--- src/rtl/pong_pkg.sv ---
// Shared constants and types for the pong input front-end.
// Bit indices follow the btn_raw pin order.
package pong_pkg;

    localparam int unsigned NUM_BTN  = 5;
    localparam int unsigned BTN_L_UP = 0;
    localparam int unsigned BTN_L_DN = 1;
    localparam int unsigned BTN_R_UP = 2;
    localparam int unsigned BTN_R_DN = 3;
    localparam int unsigned BTN_RST  = 4;

    typedef enum logic [1:0] {
        IDLE   = 2'd0,
        HOLD   = 2'd1,
        REPEAT = 2'd2
    } btn_state_t;

endpackage

--- src/rtl/button_channel.sv ---
// One push-button lane: 2-flop synchroniser, tick-based debounce and a
// press / auto-repeat pulse generator. o_level and o_pulse update on the same edge.
module button_channel
    import pong_pkg::*;
#(
    parameter int unsigned DEBOUNCE_TICKS     = 8,
    parameter int unsigned REPEAT_DELAY_TICKS = 300,
    parameter int unsigned REPEAT_TICKS       = 10,
    parameter bit          REPEAT_EN          = 1'b1
) (
    input  logic clk,
    input  logic rst,
    input  logic i_tick,
    input  logic i_raw,
    output logic o_level,
    output logic o_pulse
);

    localparam int unsigned DB_W   = $clog2(DEBOUNCE_TICKS + 1);
    localparam int unsigned RC_MAX = (REPEAT_DELAY_TICKS > REPEAT_TICKS) ?
                                     REPEAT_DELAY_TICKS : REPEAT_TICKS;
    localparam int unsigned RC_W   = $clog2(RC_MAX + 1);

    localparam logic [DB_W-1:0] DB_LAST = DB_W'(DEBOUNCE_TICKS - 1);
    localparam logic [RC_W-1:0] RD_LAST = RC_W'(REPEAT_DELAY_TICKS - 1);
    localparam logic [RC_W-1:0] RT_LAST = RC_W'(REPEAT_TICKS - 1);

    logic [1:0]      r_sync;
    logic            r_level;
    logic [DB_W-1:0] r_cnt;
    btn_state_t      r_state;
    logic [RC_W-1:0] r_rcnt;
    logic            r_pulse;

    logic w_s;
    logic w_diff;
    logic w_flip;
    logic w_rise;
    logic w_fall;

    assign w_s    = r_sync[1];
    assign w_diff = w_s ^ r_level;
    assign w_flip = w_diff & i_tick & (r_cnt == DB_LAST);
    assign w_rise = w_flip & w_s;
    assign w_fall = w_flip & ~w_s;

    // Synchroniser and debounce counter; any clk where s matches level restarts the count.
    always_ff @(posedge clk or posedge rst) begin
        if (rst) begin
            r_sync  <= '0;
            r_level <= 1'b0;
            r_cnt   <= '0;
        end else begin
            r_sync <= {r_sync[0], i_raw};
            if (!w_diff) begin
                r_cnt <= '0;
            end else if (w_flip) begin
                r_level <= w_s;
                r_cnt   <= '0;
            end else if (i_tick) begin
                r_cnt <= r_cnt + DB_W'(1);
            end
        end
    end

    // Press / repeat FSM; a release takes priority over any repeat due on the same tick.
    always_ff @(posedge clk or posedge rst) begin
        if (rst) begin
            r_state <= IDLE;
            r_rcnt  <= '0;
            r_pulse <= 1'b0;
        end else begin
            r_pulse <= 1'b0;
            if (w_fall) begin
                r_state <= IDLE;
                r_rcnt  <= '0;
            end else begin
                case (r_state)
                    IDLE: begin
                        if (w_rise) begin
                            r_pulse <= 1'b1;
                            r_rcnt  <= '0;
                            r_state <= HOLD;
                        end
                    end
                    HOLD: begin
                        if (i_tick && REPEAT_EN) begin
                            if (r_rcnt == RD_LAST) begin
                                r_pulse <= 1'b1;
                                r_rcnt  <= '0;
                                r_state <= REPEAT;
                            end else begin
                                r_rcnt <= r_rcnt + RC_W'(1);
                            end
                        end
                    end
                    REPEAT: begin
                        if (i_tick) begin
                            if (r_rcnt == RT_LAST) begin
                                r_pulse <= 1'b1;
                                r_rcnt  <= '0;
                            end else begin
                                r_rcnt <= r_rcnt + RC_W'(1);
                            end
                        end
                    end
                    default: begin
                        r_state <= IDLE;
                        r_rcnt  <= '0;
                    end
                endcase
            end
        end
    end

    assign o_level = r_level;
    assign o_pulse = r_pulse;

endmodule

--- src/rtl/pong_input_conditioner.sv ---
// Conditions the five pong push-buttons into debounced levels and press/repeat
// pulses; opposing buttons of one paddle held together emit no pulses.
module pong_input_conditioner
    import pong_pkg::*;
#(
    parameter int unsigned TICK_DIV           = 25175,
    parameter int unsigned DEBOUNCE_TICKS     = 8,
    parameter int unsigned REPEAT_DELAY_TICKS = 300,
    parameter int unsigned REPEAT_TICKS       = 10
) (
    input  logic               clk,
    input  logic               rst,
    input  logic [NUM_BTN-1:0] btn_raw,
    output logic [NUM_BTN-1:0] btn_level,
    output logic [NUM_BTN-1:0] btn_pressed,
    output logic               tick
);

    localparam int unsigned PS_W = (TICK_DIV > 1) ? $clog2(TICK_DIV) : 1;
    localparam logic [PS_W-1:0] PS_LAST = PS_W'(TICK_DIV - 1);
    localparam logic [PS_W-1:0] PS_PRE  = PS_W'(TICK_DIV - 2);

    logic [PS_W-1:0]    r_ps;
    logic               r_tick;
    logic [NUM_BTN-1:0] w_level;
    logic [NUM_BTN-1:0] w_pulse;
    logic [NUM_BTN-1:0] w_conflict;

    // Prescaler; r_tick is set one clk early so it is high exactly while r_ps == TICK_DIV-1.
    always_ff @(posedge clk or posedge rst) begin
        if (rst) begin
            r_ps   <= '0;
            r_tick <= 1'b0;
        end else begin
            r_tick <= (r_ps == PS_PRE);
            if (r_ps == PS_LAST) begin
                r_ps <= '0;
            end else begin
                r_ps <= r_ps + PS_W'(1);
            end
        end
    end

    assign tick = r_tick;

    for (genvar g = 0; g < int'(NUM_BTN); g++) begin : g_ch
        button_channel #(
            .DEBOUNCE_TICKS     (DEBOUNCE_TICKS),
            .REPEAT_DELAY_TICKS (REPEAT_DELAY_TICKS),
            .REPEAT_TICKS       (REPEAT_TICKS),
            .REPEAT_EN          ((g == int'(BTN_RST)) ? 1'b0 : 1'b1)
        ) u_ch (
            .clk     (clk),
            .rst     (rst),
            .i_tick  (r_tick),
            .i_raw   (btn_raw[g]),
            .o_level (w_level[g]),
            .o_pulse (w_pulse[g])
        );
    end

    // Up+down on the same paddle held together cancels both pulses.
    always_comb begin
        w_conflict           = '0;
        w_conflict[BTN_L_UP] = w_level[BTN_L_UP] & w_level[BTN_L_DN];
        w_conflict[BTN_L_DN] = w_level[BTN_L_UP] & w_level[BTN_L_DN];
        w_conflict[BTN_R_UP] = w_level[BTN_R_UP] & w_level[BTN_R_DN];
        w_conflict[BTN_R_DN] = w_level[BTN_R_UP] & w_level[BTN_R_DN];
    end

    always_ff @(posedge clk or posedge rst) begin
        if (rst) begin
            btn_level   <= '0;
            btn_pressed <= '0;
        end else begin
            btn_level   <= w_level;
            btn_pressed <= w_pulse & ~w_conflict;
        end
    end

endmodule

--- config.mk ---
export PLATFORM = sky130hd
export DESIGN_NAME = pong_input_conditioner
export DESIGN_NICKNAME = d
export VERILOG_FILES = /design/src/rtl/pong_pkg.sv /design/src/rtl/button_channel.sv /design/src/rtl/pong_input_conditioner.sv
export SDC_FILE = /design/constraint.sdc
export NUM_CORES = 1
export LEC_CHECK = 0
export ABC_AREA = 0
export BUFFER_PORTS_ARGS = -buffer_cell sky130_fd_sc_hd__buf_2
export CAP_MARGIN = 20
export CORE_AREA = 2 2 100 102
export DETAILED_ROUTE_END_ITERATION = 8
export DIE_AREA = 0 0 102 104
export GPL_TIMING_DRIVEN = 0
export PLACE_DENSITY = 0.77
export SYNTH_ARGS = -nofsm -noshare
export SYNTH_HDL_FRONTEND = slang
export SYNTH_SLANG_ARGS = --single-unit
--- constraint.sdc ---
create_clock -name clk -period 4.6 [get_ports clk]
set_input_delay 0.69 -clock clk [delete_from_list [all_inputs] [get_ports clk]]
set_output_delay 0.69 -clock clk [all_outputs]
set_load 0.005 [all_outputs]
# Yosys cells after proc, flatten, opt, wreduce, memory -nomap -nowiden
# Cells that the tools add are included.
# word_totals
register_bits	121
input_bits	7
out_inout_bits	11
elab_cells	260
# classes
addsub	11
n_eq_ne	55
muxes	105
n_bitwise	34
n_reduce_logical	21
# op_table
cell	n
9-bit two-way mux	28
9-bit case mux with 3 select lines	5
4-bit two-way mux	15
9-bit by 1-bit adder with 9-bit output, second input constant	5
9-bit by 4-bit == test with 1-bit output, second input constant	5
9-bit == test, second input constant	4
2-bit two-way mux	18
15-bit == test, second input constant	2
1-bit two-way mux	28
3-bit by 1-bit != test with 1-bit output, second input constant	9
3-bit by 2-bit != test with 1-bit output, second input constant	9
2-bit case mux with 3 select lines	4
1-bit bitwise AND	22
4-bit by 1-bit adder with 4-bit output, second input constant	5
4-bit by 3-bit == test with 1-bit output, second input constant	5
4-bit AND reduction	4
15-bit by 1-bit adder with 15-bit output, second input constant	1
15-bit two-way mux	1
3-bit != test, second input constant	5
3-bit AND reduction	5
2-bit by 1-bit != test with 1-bit output, second input constant	6
1-bit case mux with 3 select lines	4
2-bit AND reduction	6
2-bit by 1-bit == test with 1-bit output, second input constant	5
other kinds (9)	25

# Longest topological paths before layout
# logic_depth
depth_word	7
ltp_mapped	8
mapped_depth_nobuf	7

# By module
# From an unflattened synthesis, not the netlist that was laid out.
# hier_totals
hier_cells	552
hier_area_um2	5886.9
# by_module_without_submodules
module	instances	cells_per_inst	area_each_um2	seq_area_each_um2
button_channel (g_ch[0].u_ch ...)	3	107	1107.3	475.5
button_channel (g_ch[1].u_ch)	1	111	1122.3	475.5
pong_input_conditioner	1	90	1059.8	650.6
button_channel (g_ch[4].u_ch)	1	30	382.9	225.2

# Worst setup path after synthesis
# Ideal clock, no wire load.
# synth_timing
path_kind	flip-flop to flip-flop
from	reg g_ch[0].u_ch.r_rcnt[6]
to	reg g_ch[0].u_ch.r_rcnt[8]
setup_ns	0.126
arrival_time_ns	1.898
required_time_ns	4.474
slack_ns	2.576
path_stages_with_launch	6
path_buffers	0
period_less_slack_ns	2.024
path_cell_list	dfrtp_1 > or4b_4 > o31a_1 > o211ai_4 > nor2_4 > a221o_1
# synth_via
elab_chain_len	5
word_cells_on_any_way	9
classes_between	add/sub (1); eq/ne (2); mux (6)
# synth_lines
item	line	rtl
from (decl)	button_channel.sv:32	logic [RC_W-1:0] r_rcnt;
from (signal assigned)	button_channel.sv:93	r_rcnt <= r_rcnt + RC_W'(1);
from (signal assigned)	button_channel.sv:103	r_rcnt <= r_rcnt + RC_W'(1);
9-bit by 1-bit adder with 9-bit output (tied with other cells)	button_channel.sv:93, button_channel.sv:103	
9-bit two-way mux (on tied branches)	button_channel.sv:99, button_channel.sv:88	
9-bit two-way mux (on tied branches)	button_channel.sv:98, button_channel.sv:87	
9-bit case mux with 3 select lines (*)	button_channel.sv:78	case (r_state)
9-bit two-way mux (*)	button_channel.sv:74	if (w_fall) begin
# Every way passes the cells marked *; elsewhere a longest branch is shown, timed or not. The select of a mux whose other input is x is not followed.
# A chain may end at the register's enable or synchronous reset.

# Worst setup path in the final report
# layout_timing
from	reg r_tick (netlist: tick)
to	reg g_ch[0].u_ch.r_pulse
# layout_via
elab_chain_len	6
word_cells_on_any_way	9
classes_between	mux (5); bitwise (4)
# layout_lines
item	line	rtl
from (decl)	pong_input_conditioner.sv:24	logic r_tick;
from (signal assigned)	pong_input_conditioner.sv:35	r_tick <= (r_ps == PS_PRE);
1-bit bitwise AND (2 in a row)	button_channel.sv:43	assign w_flip = w_diff & i_tick & (r_cnt == DB_LAST);
1-bit bitwise AND	button_channel.sv:44	assign w_rise = w_flip & w_s;
1-bit two-way mux	button_channel.sv:80	if (w_rise) begin
1-bit case mux with 3 select lines	button_channel.sv:78	
1-bit two-way mux (*)	button_channel.sv:74	
to (signal assigned)	button_channel.sv:71	r_pulse <= 1'b0;
to (signal assigned)	button_channel.sv:73	r_pulse <= 1'b0;
to (signal assigned)	button_channel.sv:81	r_pulse <= 1'b1;
to (decl)	button_channel.sv:33	logic r_pulse;
# Every way passes the cells marked *; elsewhere a longest branch is shown, timed or not.

==> PnR_summary.wiki <==
{| class="wikitable"
! Metric !! Value
|-
| Post-synth EDFFs || 0
|-
| Share of the synthesized area in the top cell type || 47.9%
|-
| Clock root buffer || clkbuf_8
|-
| Number of hold-repair buffers added at the cts stage || 0
|-
| Die outline area || between 0.01 and 0.015 sq mm
|-
| Number of instances in the synthesized netlist || 572
|-
| Type of the most critical hold path || flop to flop
|-
| Max-slew violation count || 0
|-
| Cts repair resizes || 0
|-
| Post-Synthesis Net Count || between 600 and 700
|-
| First-pass GRT wire length || ~19000 um
|-
| Max-cap violations || 0
|-
| Clock insertion delay at the later pin of the skew report || 0.38 ns
|-
| Element type at the critical path end || flop
|-
| Hold depth || 0
|-
| Row Count || 36
|-
| Total via count in the routed design || 4323
|-
| Placed Instance Area || 0.00609 sq mm
|-
| TritonCTS clock tree || built
|-
| Area delta synth->final || 8.56%
|-
| Pwr/cell area || approximately 260 mW/mm^2
|-
| Leak pwr || 2.69 nW
|-
| Setup Skew || 0.0112 ns
|-
| Netlist area before placement || about 0.0058 sq mm
|-
| Total Power || around 1.6 mW
|-
| Headroom to the max-slew limit || roughly 56%
|-
| R2r startpoint || tick
|-
| CTS sink count || 111
|-
| End of the worst register-to-register path || g_ch[0].u_ch.o_pulse
|-
| Per-cell via count in the routed design || 5.85
|-
| Cell count after placement || 723
|-
| Arrival time of data at the critical path endpoint || 2.85 ns
|-
| H-tree depth || 3
|-
| Die outline width || 102 um
|-
| Final Cell Area || between 0.006 and 0.007 sq mm
|-
| WP data required || between 4 and 5 ns
|-
| Vertical die dimension || 104 um
|-
| Setup violators final || 0
|-
| Total Routed Length || 10700 um
|-
| Setup Buffers After CTS || 0
|-
| Worst Setup Path Type || flop to flop
|-
| Flip-flop and latch count after synthesis || 111
|-
| Pin count of the biggest net entering global routing || 65
|-
| Cell with the most instances after synthesis || dfrtp_1
|-
| Most frequent cells after synthesis || 111 x dfrtp_1, 64 x nor2_1, 61 x nand2_1, 32 x ha_1, 26 x nand3_1
|-
| Worst Slack Setup Final || approximately 2.0 ns
|-
| Clk pin slew, worst setup/hold paths || 0.11 ns
|-
| Startpoint type of the worst setup path || flop
|-
| Residual antenna-violating net count after detailed routing || 0
|-
| Total grt overflow || 0
|-
| Number of iterations in the first detailed-routing pass || 5
|-
| Min Tclk post-route || 2.60 ns
|-
| Global placer's final weighted congestion || 0.877
|-
| Drt drc || 0
|-
| Cell taking the most area after synthesis || dfrtp_1
|-
| Critical Path Max Stage Delay || approximately 0.57 ns
|-
| Via count of the first global-routing pass || 4215
|-
| Status || finished, final reports clean
|-
| Layout Cells excl Fill || 739
|-
| Overall routing resource usage || a little over a fifth
|-
| List of cells traversed by the critical path || clkbuf_1, clkbuf_1, buf_1, nand4_1, a221oi_1
|-
| Layout cell share with drive strength beyond 1 || around 11%
|-
| Routed wirelength normalized by instance count || between 10 and 15 um
|-
| Deepest clock path buffer count || 2
|-
| Tcrit/Tclk final || 56.5%
|-
| Slew of the pin with the lowest slew margin || roughly 0.67 ns
|-
| Initial core utilization || 60.8%
|-
| Top-level I/O count || 18
|-
| Proportion of synthesized flip-flops having asynchronous set or reset || 100%
|-
| Post-Place Worst Slack || 2.02 ns
|-
| Setup TNS || 0 ns
|-
| Inserted Clock Buffers || 9
|-
| # diodes || 0
|-
| Nets || 640
|-
| Sink of the worst hold path || g_ch[0].u_ch.r_sync[1]
|-
| Largest cells by area after synthesis || dfrtp_1 48%, ha_1 6.9%, nor2_1 4.1%
|-
| Number of antenna violations at the first check in global routing || 0
|-
| Syn. warnings || 0
|-
| Core area || 0.00955 sq mm
|-
| Average footprint of a synthesized cell || 10.1 sq um
|-
| Count of distinct cell types in the synthesized netlist || 64
|-
| Worst path slowest cell || buf_1
|-
| Predominant post-synthesis flop cell || dfrtp_1
|-
| Peak clock frequency supported by timing || 384 MHz
|-
| Final hold violation count || 0
|-
| Number of DRC violations after detailed-routing iteration 0 || 205
|-
| Crit path max fanout || 10
|-
| Port buffer count || 17
|-
| Depth of the worst register-to-register path || 5
|-
| Hold Path Origin || g_ch[0].u_ch.r_sync[0]
|-
| Share of the yosys chip area belonging to registers || 47.9%
|-
| Reg2Reg Setup Slack || between 1.5 and 2 ns
|-
| Filler cells || 782
|-
| Smallest hold slack || 0.356 ns
|-
| Peak supply drop || 0.188 mV
|-
| Half-perimeter wire length of the detailed placement result || 7480 um
|-
| Fin util || about 66%
|-
| Most frequent CP cell || clkbuf_1
|-
| Unrepaired setup endpoints after global routing || no
|}
## worst max-delay path: cells and delay by family, from the launching register on
kind,cells,cell delay (ns)
AND/OR/NAND/NOR,1,0.17
buffers and inverters,3,1.44
AO/OA/AOI/OAI,1,0.37
flip-flops,1,0.48
## kinds of logic after synthesis
family                     after synthesis  share of synthesized area (%)
muxes                                   16                           2.91
adders and majority gates               32                           6.90
DFF                                    111                           47.9
AOI/OAI and AO/OA                      115                           15.4
xor gates and xnor gates                22                           3.32
and+or+nand+nor                        241                           21.2
buffers and inverters                   35                           2.41
## cell usage in the layout (no fill, tap or decap), drive strengths merged, types with 3 or more instances in the layout
cell type / instances
dfrtp: 111
nor2: 67
nand2: 61
ha: 32
nand3: 26
inv: 23
buf: 22
o21ai: 21
a21oi: 20
clkbuf: 20
xnor2: 14
nand2b: 11
nor3: 11
nand4: 10
a22o: 10
mux2i: 9
xor2: 8
or2: 7
nor2b: 7
a221o: 7
mux2: 7
o31ai: 7
or3: 6
and3: 6
or4b: 6
nand4b: 5
o21bai: 5
o41a: 4
o21ba: 4
o22a: 4
o31a: 4
nor4b: 4
a21boi: 4
o221ai: 4
a311oi: 3
nor4: 3
## how the worst max path moves through the flow
stage | from | to | slack (ns) | cells after the start
floorplan | rst | btn_level[0] | 0.98 | 1
global placement | rst | g_ch[1].u_ch.r_rcnt[6] | -0.13 | 2
detailed placement | tick | g_ch[0].u_ch.o_pulse | 2.02 | 5
CTS | tick | g_ch[0].u_ch.o_pulse | 2.00 | 5
global route | tick | g_ch[0].u_ch.o_pulse | 1.86 | 5
finish | tick | g_ch[0].u_ch.o_pulse | 2.00 | 5
## layout make-up
type	count	area, sq um	area share, %
Inverter	22	85.1	1.35
Buffer	13	57.6	0.913
Sequential cell	111	2780	44.1
Clock buffer	11	151	2.40
Timing Repair Buffer	18	113	1.79
Multi-Input combinational cell	426	2890	45.8
Clock inverter	5	63.8	1.01
Tap cell	133	166	2.64
## power by group
part | internal, mW | leakage (nW) | switching (mW) | total [mW]
clock network | 0.286 | 0.106 | 0.332 | 0.617
logic | 0.00645 | 1.07 | 0.0232 | 0.0296
registers | 0.979 | 1.51 | 0.00266 | 0.982
## flip-flops by register name, summed over array words and instances, names as in the netlist
signal,cells
btn_level,5
btn_pressed,5
g_ch.u_ch.o_level,5
g_ch.u_ch.o_pulse,5
g_ch.u_ch.r_cnt,20
g_ch.u_ch.r_rcnt,36
g_ch.u_ch.r_state,9
g_ch.u_ch.r_sync,10
r_ps,15
tick,1
## metal layers
| layer | vias up | global-route usage [%] | wire, um |
|---|---|---|---|
| li1 | 2118 | - | - |
| met1 | 2140 | 29.9 | 5070 |
| met2 | 57 | 34.5 | 5200 |
| met3 | 8 | 3.76 | 345 |
| met4 | 0 | 6.67 | 112 |
| met5 | - | 0 | 0 |
Note: power is estimated with default switching activity, not from simulation.
